==> src/rtl/multicycle_ctrl.sv <==
// multicycle_ctrl -- control FSM for the LEGv8 multicycle datapath.
//
// Sequences FETCH / DECODE / EXECUTE / MEMORY / WRITEBACK from the latched
// opcode and drives every datapath enable and mux select as a Moore
// function of state. The only exception is BRANCH, where PCWrite follows
// Zero combinationally.
//
// Optional feature: define CBNZ_EN to decode 10110101xxx as CBNZ.
//
// Ports:
//   clk       in   system clock, rising edge
//   reset     in   asynchronous active-high reset (state -> FETCH)
//   Op[10:0]  in   instruction bits [31:21] from the instruction register
//   Zero      in   ALU zero flag, used only in BRANCH
//   PCWrite, PCSrc, IorD, MemRead, MemWrite, IRWrite, Reg2Loc,
//   RegWrite, MemtoReg, ALUSrcA   out  1-bit datapath controls
//   ALUSrcB[1:0], ALUOp[1:0]      out  ALU operand / operation selects
//   state[3:0]                    out  current state encoding (debug)
//   illegal                       out  sticky illegal-opcode flag
module multicycle_ctrl (
  input  logic        clk,
  input  logic        reset,
  input  logic [10:0] Op,
  input  logic        Zero,
  output logic        PCWrite,
  output logic        PCSrc,
  output logic        IorD,
  output logic        MemRead,
  output logic        MemWrite,
  output logic        IRWrite,
  output logic        Reg2Loc,
  output logic        RegWrite,
  output logic        MemtoReg,
  output logic        ALUSrcA,
  output logic [1:0]  ALUSrcB,
  output logic [1:0]  ALUOp,
  output logic [3:0]  state,
  output logic        illegal
);

  typedef enum logic [3:0] {
    S_FETCH    = 4'd0,
    S_DECODE   = 4'd1,
    S_MEMADDR  = 4'd2,
    S_MEMREAD  = 4'd3,
    S_MEMWB    = 4'd4,
    S_MEMWRITE = 4'd5,
    S_EXEC_R   = 4'd6,
    S_RWB      = 4'd7,
    S_BRANCH   = 4'd8,
    S_ILLEGAL  = 4'd9
  } state_t;

  state_t r_state;
  state_t w_next;
  logic   r_illegal;

  logic w_ldur, w_stur, w_rtype, w_cbz, w_cbnz, w_reg2loc_op;

  assign w_ldur  = (Op == 11'b11111000010);
  assign w_stur  = (Op == 11'b11111000000);
  assign w_rtype = (Op == 11'b10001011000) || (Op == 11'b11001011000) ||
                   (Op == 11'b10001010000) || (Op == 11'b10101010000);
  assign w_cbz   = (Op[10:3] == 8'b10110100);
`ifdef CBNZ_EN
  assign w_cbnz  = (Op[10:3] == 8'b10110101);
`else
  assign w_cbnz  = 1'b0;
`endif
  assign w_reg2loc_op = w_stur | w_cbz | w_cbnz;

  // State register; the illegal flag is set on the edge that enters ILLEGAL.
  always_ff @(posedge clk or posedge reset) begin
    if (reset) begin
      r_state   <= S_FETCH;
      r_illegal <= 1'b0;
    end else begin
      r_state   <= w_next;
      r_illegal <= r_illegal | (w_next == S_ILLEGAL);
    end
  end

  // Next-state logic; unused encodings fall to ILLEGAL.
  always_comb begin
    w_next = S_ILLEGAL;
    case (r_state)
      S_FETCH:    w_next = S_DECODE;
      S_DECODE: begin
        if (w_ldur || w_stur)       w_next = S_MEMADDR;
        else if (w_rtype)           w_next = S_EXEC_R;
        else if (w_cbz || w_cbnz)   w_next = S_BRANCH;
        else                        w_next = S_ILLEGAL;
      end
      S_MEMADDR: begin
        if (w_ldur)      w_next = S_MEMREAD;
        else if (w_stur) w_next = S_MEMWRITE;
        else             w_next = S_ILLEGAL;
      end
      S_MEMREAD:  w_next = S_MEMWB;
      S_MEMWB:    w_next = S_FETCH;
      S_MEMWRITE: w_next = S_FETCH;
      S_EXEC_R:   w_next = S_RWB;
      S_RWB:      w_next = S_FETCH;
      S_BRANCH:   w_next = S_FETCH;
      S_ILLEGAL:  w_next = S_ILLEGAL;
      default:    w_next = S_ILLEGAL;
    endcase
  end

  // Moore outputs; everything is held at 0 while reset is high, so FETCH's
  // strobes do not leak out during reset.
  always_comb begin
    PCWrite  = 1'b0;
    PCSrc    = 1'b0;
    IorD     = 1'b0;
    MemRead  = 1'b0;
    MemWrite = 1'b0;
    IRWrite  = 1'b0;
    Reg2Loc  = 1'b0;
    RegWrite = 1'b0;
    MemtoReg = 1'b0;
    ALUSrcA  = 1'b0;
    ALUSrcB  = '0;
    ALUOp    = '0;
    if (!reset) begin
      case (r_state)
        S_FETCH: begin
          MemRead = 1'b1;
          IRWrite = 1'b1;
          ALUSrcB = 2'b01;
          PCWrite = 1'b1;
        end
        S_DECODE: begin
          ALUSrcB = 2'b11;
          Reg2Loc = w_reg2loc_op;
        end
        S_MEMADDR: begin
          ALUSrcA = 1'b1;
          ALUSrcB = 2'b10;
          Reg2Loc = w_reg2loc_op;
        end
        S_MEMREAD: begin
          IorD    = 1'b1;
          MemRead = 1'b1;
        end
        S_MEMWB: begin
          RegWrite = 1'b1;
          MemtoReg = 1'b1;
        end
        S_MEMWRITE: begin
          IorD     = 1'b1;
          MemWrite = 1'b1;
          Reg2Loc  = w_reg2loc_op;
        end
        S_EXEC_R: begin
          ALUSrcA = 1'b1;
          ALUOp   = 2'b10;
        end
        S_RWB: RegWrite = 1'b1;
        S_BRANCH: begin
          ALUSrcA = 1'b1;
          ALUOp   = 2'b01;
          PCSrc   = 1'b1;
          PCWrite = w_cbnz ? ~Zero : Zero;
          Reg2Loc = w_reg2loc_op;
        end
        default: ;
      endcase
    end
  end

  assign state   = r_state;
  assign illegal = r_illegal & ~reset;

endmodule

==> config.mk <==
export PLATFORM = sky130hd
export DESIGN_NAME = multicycle_ctrl
export DESIGN_NICKNAME = d
export VERILOG_FILES = /design/src/rtl/multicycle_ctrl.sv
export SDC_FILE = /design/constraint.sdc
export NUM_CORES = 1
export LEC_CHECK = 0
export BUFFER_PORTS_ARGS = -buffer_cell sky130_fd_sc_hd__buf_2
export CORE_UTILIZATION = 42
export CTS_CLUSTER_DIAMETER = 60
export CTS_CLUSTER_SIZE = 28
export DETAILED_ROUTE_END_ITERATION = 8
export GPL_ROUTABILITY_DRIVEN = 1
export GPL_TIMING_DRIVEN = 0
export PLACE_DENSITY = 0.85
export SLEW_MARGIN = 10
export SYNTH_ARGS = -nofsm -noshare
export SYNTH_HDL_FRONTEND = slang
export SYNTH_SLANG_ARGS = --single-unit
==> constraint.sdc <==
create_clock -name clk -period 1.83 [get_ports clk]
set_input_delay 0.183 -clock clk [delete_from_list [all_inputs] [get_ports clk]]
set_output_delay 0.183 -clock clk [all_outputs]
set_load 0.02 [all_outputs]
==> flow_metrics.env <==
export IMPL_reg2regPathDepth=6
export IMPL_drv_cap=0
export IMPL_die_area_sq_um=1510
export IMPL_timing_final_crit_period_ns=1.82
export IMPL_crit_cells=6
export IMPL_status="complete, no violations"
export IMPL_grt_pass1_wl_microns=2170
export IMPL_via_density=5.63
export IMPL_fp_dieH_microns=38.8
export IMPL_buffer_ports_inserted=32
export IMPL_synth_cell_area_sq_um=569
export IMPL_rsz0062_at_grt="yes"
export IMPL_final_layout_size_suffix_gt1_frac=0.413
export IMPL_tritoncts_num_buffers=3
export IMPL_post_route_drc_count=0
export IMPL_timing_final_crit_share=0.997
export IMPL_grt_remaining_overflow=0
export IMPL_slew_violations=0
export IMPL_net_switching_power_w=0.0000625
export IMPL_die_width_microns=38.8
export IMPL_grt_max_degree=12
export IMPL_detailedRoute_firstIterationViolations=10
export IMPL_crit_arrival_ns=1.64
export IMPL_grt_antenna_before_repair=0
export IMPL_cts_tree="built"
export IMPL_drt_antenna_violating_nets=0
export IMPL_grt_pass1_vias=540
export IMPL_h_tree_level_count=1
export IMPL_post_synth_main_area_contributors="sky130_fd_sc_hd__dfrtp_1, sky130_fd_sc_hd__nor3b_1, sky130_fd_sc_hd__nand2_1, sky130_fd_sc_hd__nor2_1, sky130_fd_sc_hd__a32oi_1"
export IMPL_seq_area_frac_synth=0.220
export IMPL_sum_of_routed_wire_length_over_all_layers_microns=1460
export IMPL_synth_largest_area_cell="sky130_fd_sc_hd__dfrtp_1"
export IMPL_number_of_flops_mapped_to_enable_cells_by_yosys=0
export IMPL_power_report_internal_total_w=0.000212
export IMPL_routed_via_count=693
export IMPL_cp_peak_stage_delay_ns=0.35
export IMPL_yosys_cell_count_top_type="sky130_fd_sc_hd__nand2_1"
export IMPL_placement_rows=12
export IMPL_clockRootBuffer="sky130_fd_sc_hd__clkbuf_4"
export IMPL_clkPwrFrac=0.446
export IMPL_synth_distinct_cells=39
export IMPL_switching_share=0.227
export IMPL_slew_headroom=0.665
export IMPL_insertedDiodeCount=0
export IMPL_cell_count_after_placement=118
export IMPL_crit_path_top_delay_cell="sky130_fd_sc_hd__dfrtp_1"
export IMPL_synth_top_cell_area_share=0.220
export IMPL_timing_fmax_mhz=548
export IMPL_total_global_route_track_usage=0.211
export IMPL_critical_path_max_fanout=10
export IMPL_detailedRoute_firstPassIterationCount=4
export IMPL_netlist_top_cells_count="sky130_fd_sc_hd__nand2_1, sky130_fd_sc_hd__nor2_1, sky130_fd_sc_hd__dfrtp_1, sky130_fd_sc_hd__nor3b_1"
export IMPL_hpwl_microns=1080
export IMPL_pre_cts_ws_ns=0.162
export IMPL_power_static_leakage_nw=0.386
export IMPL_fin_hold_ws_ns=0.313
export IMPL_fillCellCount=103
export IMPL_clk_transition_reported_paths_ns=0.04
export IMPL_post_synthesis_net_count=86
export IMPL_power_density_nw_per_um2=345
export IMPL_regToRegSetupSlack_ns=0.31
export IMPL_worst_pin_slew_ns=0.497
export IMPL_timing_critical_path_buf_inv=2
export IMPL_finalNonFillerCells=123
export IMPL_finalHoldViolations=0
export IMPL_timing_critical_path_cells="buf_6, or2b_4, o21a_1, o21ai_1, o2111a_1, buf_6"
export IMPL_cp_common_cell="sky130_fd_sc_hd__buf_6"
export IMPL_synthFlopType="sky130_fd_sc_hd__dfrtp_1"
export IMPL_clock_sink_count=5
export IMPL_yosys_warnings=0
export IMPL_async_reset_ff_frac=1.00
export IMPL_share_seq_of_total_power=0.404
export IMPL_required_ns=1.65
export IMPL_place_congestion=0.854
export IMPL_setup_violations_final=0
export IMPL_insertion_delay_ns=0.24
export IMPL_relative_contribution_of_combinational_cells_to_total_power=0.150
export IMPL_finalNetCount=124
export IMPL_worst_r2r_startpoint="state[1]"
export IMPL_hold_path_depth=4
export IMPL_worstHoldEndpoint="state[1]"
export IMPL_yosys_register_bits=5
export IMPL_synthToLayoutAreaGrowth_pct=39.8
export IMPL_timing_critical_path_max_delay_family="compound AO/OA/AOI/OAI gates"
export IMPL_max_clock_path_buffers=2
export IMPL_critPathCaptureType="output pin"
export IMPL_postSynthAreaPerCell_sq_um=7.91
export IMPL_tns_ns=0
export IMPL_synthCells=72
export IMPL_fp_coreArea_sq_um=1190
export IMPL_timing_hold_worst_class="in2reg"
export IMPL_count_of_boundary_i_o_pins=33
export IMPL_post_drt_wl_per_cell_microns=11.9
export IMPL_initial_core_util=0.480
export IMPL_final_critical_path_setup_slack_ns=0.00595
export IMPL_final_setup_skew_ns=0.00433
export IMPL_criticalPathCategory="reg2out"
export IMPL_crit_reg2reg_capture="r_illegal"
export IMPL_min_from="Op[2]"
export IMPL_irDropWorstVdd_mv=0.602
export IMPL_crit_start_category="register"
-- sequential cells by signal, summed over array words and instances (netlist names) --
register   cells
r_illegal      1
state          4
-- cell usage in the layout (no fill, tap or decap), types with 2 or more instances in the layout --
master and n:
sky130_fd_sc_hd__o21ai_1 2, sky130_fd_sc_hd__nor3_1 3, sky130_fd_sc_hd__nor3b_1 5, sky130_fd_sc_hd__nand2_1 9, sky130_fd_sc_hd__nor4b_1 2, sky130_fd_sc_hd__buf_2 32
sky130_fd_sc_hd__nand2b_1 2, sky130_fd_sc_hd__nor2_1 8, sky130_fd_sc_hd__buf_6 2, sky130_fd_sc_hd__clkbuf_4 3, sky130_fd_sc_hd__dfrtp_1 4, sky130_fd_sc_hd__a21oi_1 3
sky130_fd_sc_hd__inv_1 2, sky130_fd_sc_hd__nor2b_1 2, sky130_fd_sc_hd__or2b_4 2, sky130_fd_sc_hd__a32oi_1 2, sky130_fd_sc_hd__o32ai_1 2
-- cell families after synthesis --
| logic type | Yosys count | synth area share |
|---|---|---|
| AOI/OAI and AO/OA | 17 | 0.226 |
| DFF | 5 | 0.220 |
| muxes | 1 | 0.0176 |
| and+or+nand+nor | 41 | 0.444 |
| xor gates and xnor gates | 2 | 0.0308 |
| buffers and inverters | 6 | 0.0615 |
-- power by group through the flow --
stage | Clock, W | Combinational, W | Sequential [W]
6_report | 0.000123 | 0.0000412 | 0.000111
5_1_grt | 0.000136 | 0.0000444 | 0.000111
4_1_cts | 0.000129 | 0.0000407 | 0.000111
3_5_place_dp | 0 | 0.0000388 | 0.000113
3_3_place_gp | 0 | 0.0000380 | 0.000113
2_1_floorplan | 0 | 0.0000160 | 0.000113
-- metal layers --
layer	GRT usage	vias to the layer above	wire, microns
met5	0	-	0
met4	0.0517	0	0
met3	0.0694	0	85
met2	0.354	26	706
met1	0.257	320	666
li1	-	347	-
-- worst max-delay path by stage --
stage / startpoint / to / slack, ns
final: state[1] / Reg2Loc / 0.006
after global routing: state[1] / Reg2Loc / -0.05
after CTS: state[1] / Reg2Loc / 0.01
after detailed placement: state[0] / Reg2Loc / 0.16
after global placement: state[0] / Reg2Loc / 0.15
after floorplan: state[1] / MemtoReg / 0.07
-- per-stage QoR --
step                utilization  cell area (sq um)  total power, W
global placement          0.630                747        0.000151
finish                    0.671                796        0.000275
CTS                       0.667                791        0.000281
detailed placement        0.630                747        0.000151
floorplan                     -                569        0.000129
global route              0.671                796        0.000291
-- layout make-up --
| type | instances | area [sq um] | area share |
|---|---|---|---|
| multi-input combinational | 61 | 413 | 0.519 |
| clock buffer | 4 | 26.3 | 0.0330 |
| timing repair buffer | 34 | 184 | 0.231 |
| sequential | 5 | 126 | 0.159 |
| inverter | 2 | 7.51 | 0.00943 |
| buffer | 3 | 21.3 | 0.0267 |
| tap | 14 | 17.5 | 0.0220 |
-- tightest hold or removal path, cell delays in order --
cell	delay (ns)
sky130_fd_sc_hd__buf_2	0.09
sky130_fd_sc_hd__nor4_1	0.07
sky130_fd_sc_hd__nand2b_1	0.07
sky130_fd_sc_hd__o32ai_1	0.09
-- repair_timing --
item,4_1_cts,5_1_grt
hold buffers,1,0
setup endpoints to repair,1,1
hold endpoints to repair,5,0
resized for setup,4,3
setup buffers,1,0
Note: power is estimated with default switching activity, not from simulation.
